[src/rtl/draw_pkg.sv]
// Shared pixel-colour types and constants for the VGA drawing pipeline.
package draw_pkg;

  typedef logic [7:0] rgb8_t;

  localparam rgb8_t RGB_BLACK = 8'h00;

  // Colour byte layout is {B[1:0], R[2:0], G[2:0]}
  localparam int RGB_B_HI = 7;
  localparam int RGB_B_LO = 6;
  localparam int RGB_R_HI = 5;
  localparam int RGB_R_LO = 3;
  localparam int RGB_G_HI = 2;
  localparam int RGB_G_LO = 0;

  localparam int MAX_GHOSTS  = 8;
  localparam int GHOST_SEL_W = 3;

endpackage

[src/rtl/frame_once_pulse.sv]
// Emits a registered one-cycle pulse on the first hit of each frame.
// A hit on the startOfFrame pixel counts toward the new frame.
module frame_once_pulse (
  input  logic clk,
  input  logic resetN,
  input  logic startOfFrame,
  input  logic hit,
  output logic pulse
);

  logic flag_reg;
  logic pulse_reg;
  logic flag_eff;
  logic fire;

  assign flag_eff = startOfFrame ? 1'b0 : flag_reg;
  assign fire     = hit && !flag_eff;

  always_ff @(posedge clk or negedge resetN) begin
    if (!resetN) begin
      flag_reg  <= 1'b0;
      pulse_reg <= 1'b0;
    end else begin
      pulse_reg <= fire;
      flag_reg  <= fire ? 1'b1 : flag_eff;
    end
  end

  assign pulse = pulse_reg;

endmodule

[src/rtl/draw_priority_mux.sv]
// Pixel colour priority mux (Pacman > ghosts > background) with per-frame
// collision pulses, built only when PRIORITY_MUX_COLLISION_EN is defined.
module draw_priority_mux
  import draw_pkg::*;
#(
  parameter int NUM_GHOSTS  = 4,
  parameter int GHOST_IDX_W = 3
) (
  input  logic                    clk,
  input  logic                    resetN,
  input  logic                    startOfFrame,
  input  logic                    pacmanDrawReq,
  input  logic [7:0]              pacmanRGB,
  input  logic [NUM_GHOSTS-1:0]   ghostDrawReq,
  input  logic [NUM_GHOSTS*8-1:0] ghostRGB,
  input  logic                    boardersDrawReq,
  input  logic [7:0]              BG_RGB,
  output logic [7:0]              RGBOut,
  output logic                    pacBorderHit,
  output logic                    pacGhostHit,
  output logic [GHOST_IDX_W-1:0]  ghostHitIdx
);

  // Lowest set request wins; an empty vector yields index 0.
  function automatic logic [GHOST_SEL_W-1:0] first_ghost(input logic [MAX_GHOSTS-1:0] req);
    logic [GHOST_SEL_W-1:0] idx;
    idx = '0;
    for (int i = MAX_GHOSTS - 1; i >= 0; i--) begin
      if (req[i]) idx = GHOST_SEL_W'(i);
    end
    return idx;
  endfunction

  // Pad ghost inputs to MAX_GHOSTS so absent slots read as inactive black.
  logic [MAX_GHOSTS-1:0] ghost_req_ext;
  rgb8_t                 ghost_rgb [MAX_GHOSTS];

  genvar gi;
  generate
    for (gi = 0; gi < MAX_GHOSTS; gi++) begin : g_ghost
      if (gi < NUM_GHOSTS) begin : g_real
        assign ghost_req_ext[gi] = ghostDrawReq[gi];
        assign ghost_rgb[gi]     = ghostRGB[gi*8 +: 8];
      end else begin : g_absent
        assign ghost_req_ext[gi] = 1'b0;
        assign ghost_rgb[gi]     = RGB_BLACK;
      end
    end
  endgenerate

  logic [GHOST_SEL_W-1:0] ghost_sel;
  logic                   any_ghost;
  rgb8_t                  rgb_next;
  rgb8_t                  rgb_reg;

  assign ghost_sel = first_ghost(ghost_req_ext);
  assign any_ghost = |ghost_req_ext;

  always_comb begin
    rgb_next = BG_RGB;
    if (pacmanDrawReq)  rgb_next = pacmanRGB;
    else if (any_ghost) rgb_next = ghost_rgb[ghost_sel];
  end

  always_ff @(posedge clk or negedge resetN) begin
    if (!resetN) rgb_reg <= RGB_BLACK;
    else         rgb_reg <= rgb_next;
  end

  assign RGBOut = rgb_reg;

`ifdef PRIORITY_MUX_COLLISION_EN
  logic [GHOST_IDX_W-1:0] hit_idx;
  logic [GHOST_IDX_W-1:0] idx_pend_reg;
  logic [GHOST_IDX_W-1:0] idx_hold_reg;

  assign hit_idx = GHOST_IDX_W'(ghost_sel);

  frame_once_pulse u_border_once (
    .clk          (clk),
    .resetN       (resetN),
    .startOfFrame (startOfFrame),
    .hit          (pacmanDrawReq && boardersDrawReq),
    .pulse        (pacBorderHit)
  );

  frame_once_pulse u_ghost_once (
    .clk          (clk),
    .resetN       (resetN),
    .startOfFrame (startOfFrame),
    .hit          (pacmanDrawReq && any_ghost),
    .pulse        (pacGhostHit)
  );

  // Pending index tracks the pulse's pixel; it is exposed only while the pulse is up.
  always_ff @(posedge clk or negedge resetN) begin
    if (!resetN) begin
      idx_pend_reg <= '0;
      idx_hold_reg <= '0;
    end else begin
      idx_pend_reg <= hit_idx;
      idx_hold_reg <= ghostHitIdx;
    end
  end

  assign ghostHitIdx = pacGhostHit ? idx_pend_reg : idx_hold_reg;
`else
  logic unused_collision_inputs;
  assign unused_collision_inputs = &{1'b0, startOfFrame, boardersDrawReq};

  assign pacBorderHit = 1'b0;
  assign pacGhostHit  = 1'b0;
  assign ghostHitIdx  = '0;
`endif

endmodule

[config.mk]
export PLATFORM = sky130hd
export DESIGN_NAME = draw_priority_mux
export DESIGN_NICKNAME = d
export VERILOG_FILES = /design/src/rtl/draw_pkg.sv /design/src/rtl/frame_once_pulse.sv /design/src/rtl/draw_priority_mux.sv
export SDC_FILE = /design/constraint.sdc
export NUM_CORES = 1
export LEC_CHECK = 0
export BUFFER_PORTS_ARGS = -buffer_cell sky130_fd_sc_hd__buf_2
export CAP_MARGIN = 25
export CORE_UTILIZATION = 39
export CTS_BUF_LIST = sky130_fd_sc_hd__clkbuf_16
export CTS_CLUSTER_SIZE = 25
export DETAILED_ROUTE_END_ITERATION = 8
export PLACE_DENSITY = 0.93
export SETUP_SLACK_MARGIN = 0.1
export SLEW_MARGIN = 5
export SYNTH_ARGS = -nofsm -noshare
export SYNTH_HDL_FRONTEND = slang
export SYNTH_SLANG_ARGS = --single-unit
export TNS_END_PERCENT = 30
[constraint.sdc]
create_clock -name clk -period 0.9 [get_ports clk]
set_input_delay 0.09 -clock clk [delete_from_list [all_inputs] [get_ports clk]]
set_output_delay 0.09 -clock clk [all_outputs]
set_load 0.1 [all_outputs]
==> reports/results.txt <==
Final #Nets = 213
TritonRoute pass-1 iters = 4
RSZ-0062 raised after global routing = yes
MaxCap Viol Count = 0
Initial antenna violation count = 0
Number of flip-flops in the largest register = 8
# port buffers = 62
Clk root buf = clkbuf_16
Syn. warnings = 0
Post-DR vias/cell = 5.45
Unique masters post-synth = 18
CTS max path bufs = 2
Syn-to-layout area delta = 81.4%
First-pass GRT wire length = 3.91 mm
Cell-by-cell trace of the critical path = buf_12
Starting DRC count in detailed routing = 19
WP buf/inv = 1
Core area = 0.00175 sq mm
Pwr dens = 1570 mW/mm^2
Share of layout cells above drive strength 1 = 0.587
Pint = 1330 uW
Syn Area/Cell = 8.40 sq um
Row cnt = 15
Critical path type = reg -> out
Register clock-pin slew on the reported worst setup and hold paths = 0.04 ns
Status = finished clean
Final setup viols = 0
Die Span X = 45.5 um
CP max FO = 1
Die area = 0.00207 sq mm
CTS tree = yes
Psw = 778 uW
Hold slack = 0.108 ns
Synth Cell Area = 739 sq um
Post-CTS setup repair buffer count = 0
TNS Setup = 0 ns
Slew Viols, Final = 0
Final worst-path cycle share = 0.999
Sw Ratio = 0.369
Register area share after synthesis = 0.271
Worst Hold Class = in -> reg
P_leak = 0.000701 uW
H-tree levels = 1
Vias = 981
Routed WL = 2.78 mm
Clk sinks = 8
WP data arrival = 0.81 ns
WL/cell = 15.4 um
Worst setup SP type = register
Gpl congestion = 0.836
Clk network pwr share = 0.360
Largest delay share family, worst path = flip-flops
Total track usage = 0.265
Largest stage delay on the critical path = 0.41 ns
Critical-path top delay cell = dfrtp_2
Peak VDD IR = 0.854 mV
Drc violations = 0
Starting Density = 0.424
Dpl hpwl = 1.91 mm
Final ANT Viol Nets = 0
Die Y = 45.5 um
Critical Path RT = 0.81 ns
CP endpoint kind = output pin
I/O Pins = 70
Final Util = 0.768
Comb pwr share = 0.437
Setup WS pre-CTS = -0.238 ns
Largest net degree at the start of global routing = 17
Cells after Synth = 88
CTS buffer count = 3
Number of global-route vias before repair = 898
Final min period = 0.899 ns
Grt ovf = 0
Hold Fails Final Rpt = 0
Inserted Diodes = 0
#FFs+latches synth = 8
FMAX = 1110 MHz
Setup ws final = 0.00111 ns
Fillcell total = 111
Reg power frac = 0.203
==> Yosys cell counts (all sizes together) <==
library cell   n  area [sq um]
buf            9          76.3
nor2           1          3.75
nor4           1          21.3
inv            9          33.8
nor3           1          10.0
nor2b          8          50.1
a211o          8          70.1
a22o           8          70.1
clkbuf         1          3.75
o22ai          8          50.1
nand2b         1          6.26
a21oi         16           110
conb           1          3.75
dfrtp          8           200
nand2          8          30.0
==> final cells by class <==
type | instances | area [sq um] | share of cell area
clock buffers | 3 | 75.1 | 0.0560
clock inverters | 1 | 3.75 | 0.00280
inverters | 9 | 33.8 | 0.0252
multi-input cells | 65 | 478 | 0.356
flip-flops and latches | 8 | 205 | 0.153
well taps | 25 | 31.3 | 0.0233
repair buffers | 69 | 514 | 0.383
==> per-stage QoR <==
step           area (sq um)  instances  total power [uW]
4_1_cts                1310        180              2080
6_report               1340        180              2110
2_1_floorplan           759         92               981
5_1_grt                1340        180              2180
3_5_place_dp           1190        175              1300
3_3_place_gp           1190        175              1280
==> power by group through the flow <==
stage          registers (uW)  logic [uW]  clock network [uW]
2_1_floorplan             672         309                   0
3_3_place_gp              432         847                   0
3_5_place_dp              434         865                   0
4_1_cts                   430         896                 759
5_1_grt                   432         960                 791
6_report                  429         923                 759
==> cells in the final DEF, fill, tap and decap left out, types with 3 or more instances in the layout <==
cell type and count:
inv_1 9, buf_6 3, buf_4 4, buf_2 50, conb_1 5, a21oi_2 9
a211o_1 8, a22o_1 8, dfrtp_1 4, buf_12 8, nand2_1 8, clkbuf_16 3
dfrtp_2 4, nor2b_1 8, a21oi_1 7, o22ai_1 6
==> final timing paths <==
| check | slack [ns] | cells after the start | endpoint | startpoint |
|---|---|---|---|---|
| max in group asynchronous | 0.48 | 2 | RGBOut[1] | resetN |
| worst max-delay path | 0.001 | 1 | RGBOut[3] | RGBOut[3] |
| min in group asynchronous | 0.24 | 2 | RGBOut[7] | resetN |
| worst min-delay path | 0.11 | 3 | RGBOut[3] | pacmanRGB[3] |
==> routing by layer <==
layer / part of all wire / global-route usage / wire [um]
met3: 0.095 / 0.0754 / 265
met5: 0 / 0 / 0
met1: 0.36 / 0.298 / 1000
met2: 0.52 / 0.457 / 1440
met4: 0.024 / 0.121 / 66
==> logic make-up after synthesis <==
kind of cell    synth area share
compound gates             0.406
other cells              0.00507
buf+inv                    0.154
simple gates               0.164
flops                      0.271
==> repair_timing <==
action                                  4_1_cts  5_1_grt
gates resized for setup                       9       10
endpoints found under the setup margin       16       16
hold endpoints to repair                      8        0
pin swaps                                     3       12
hold buffers                                  1        0
Note: power is estimated with default switching activity, not from simulation.
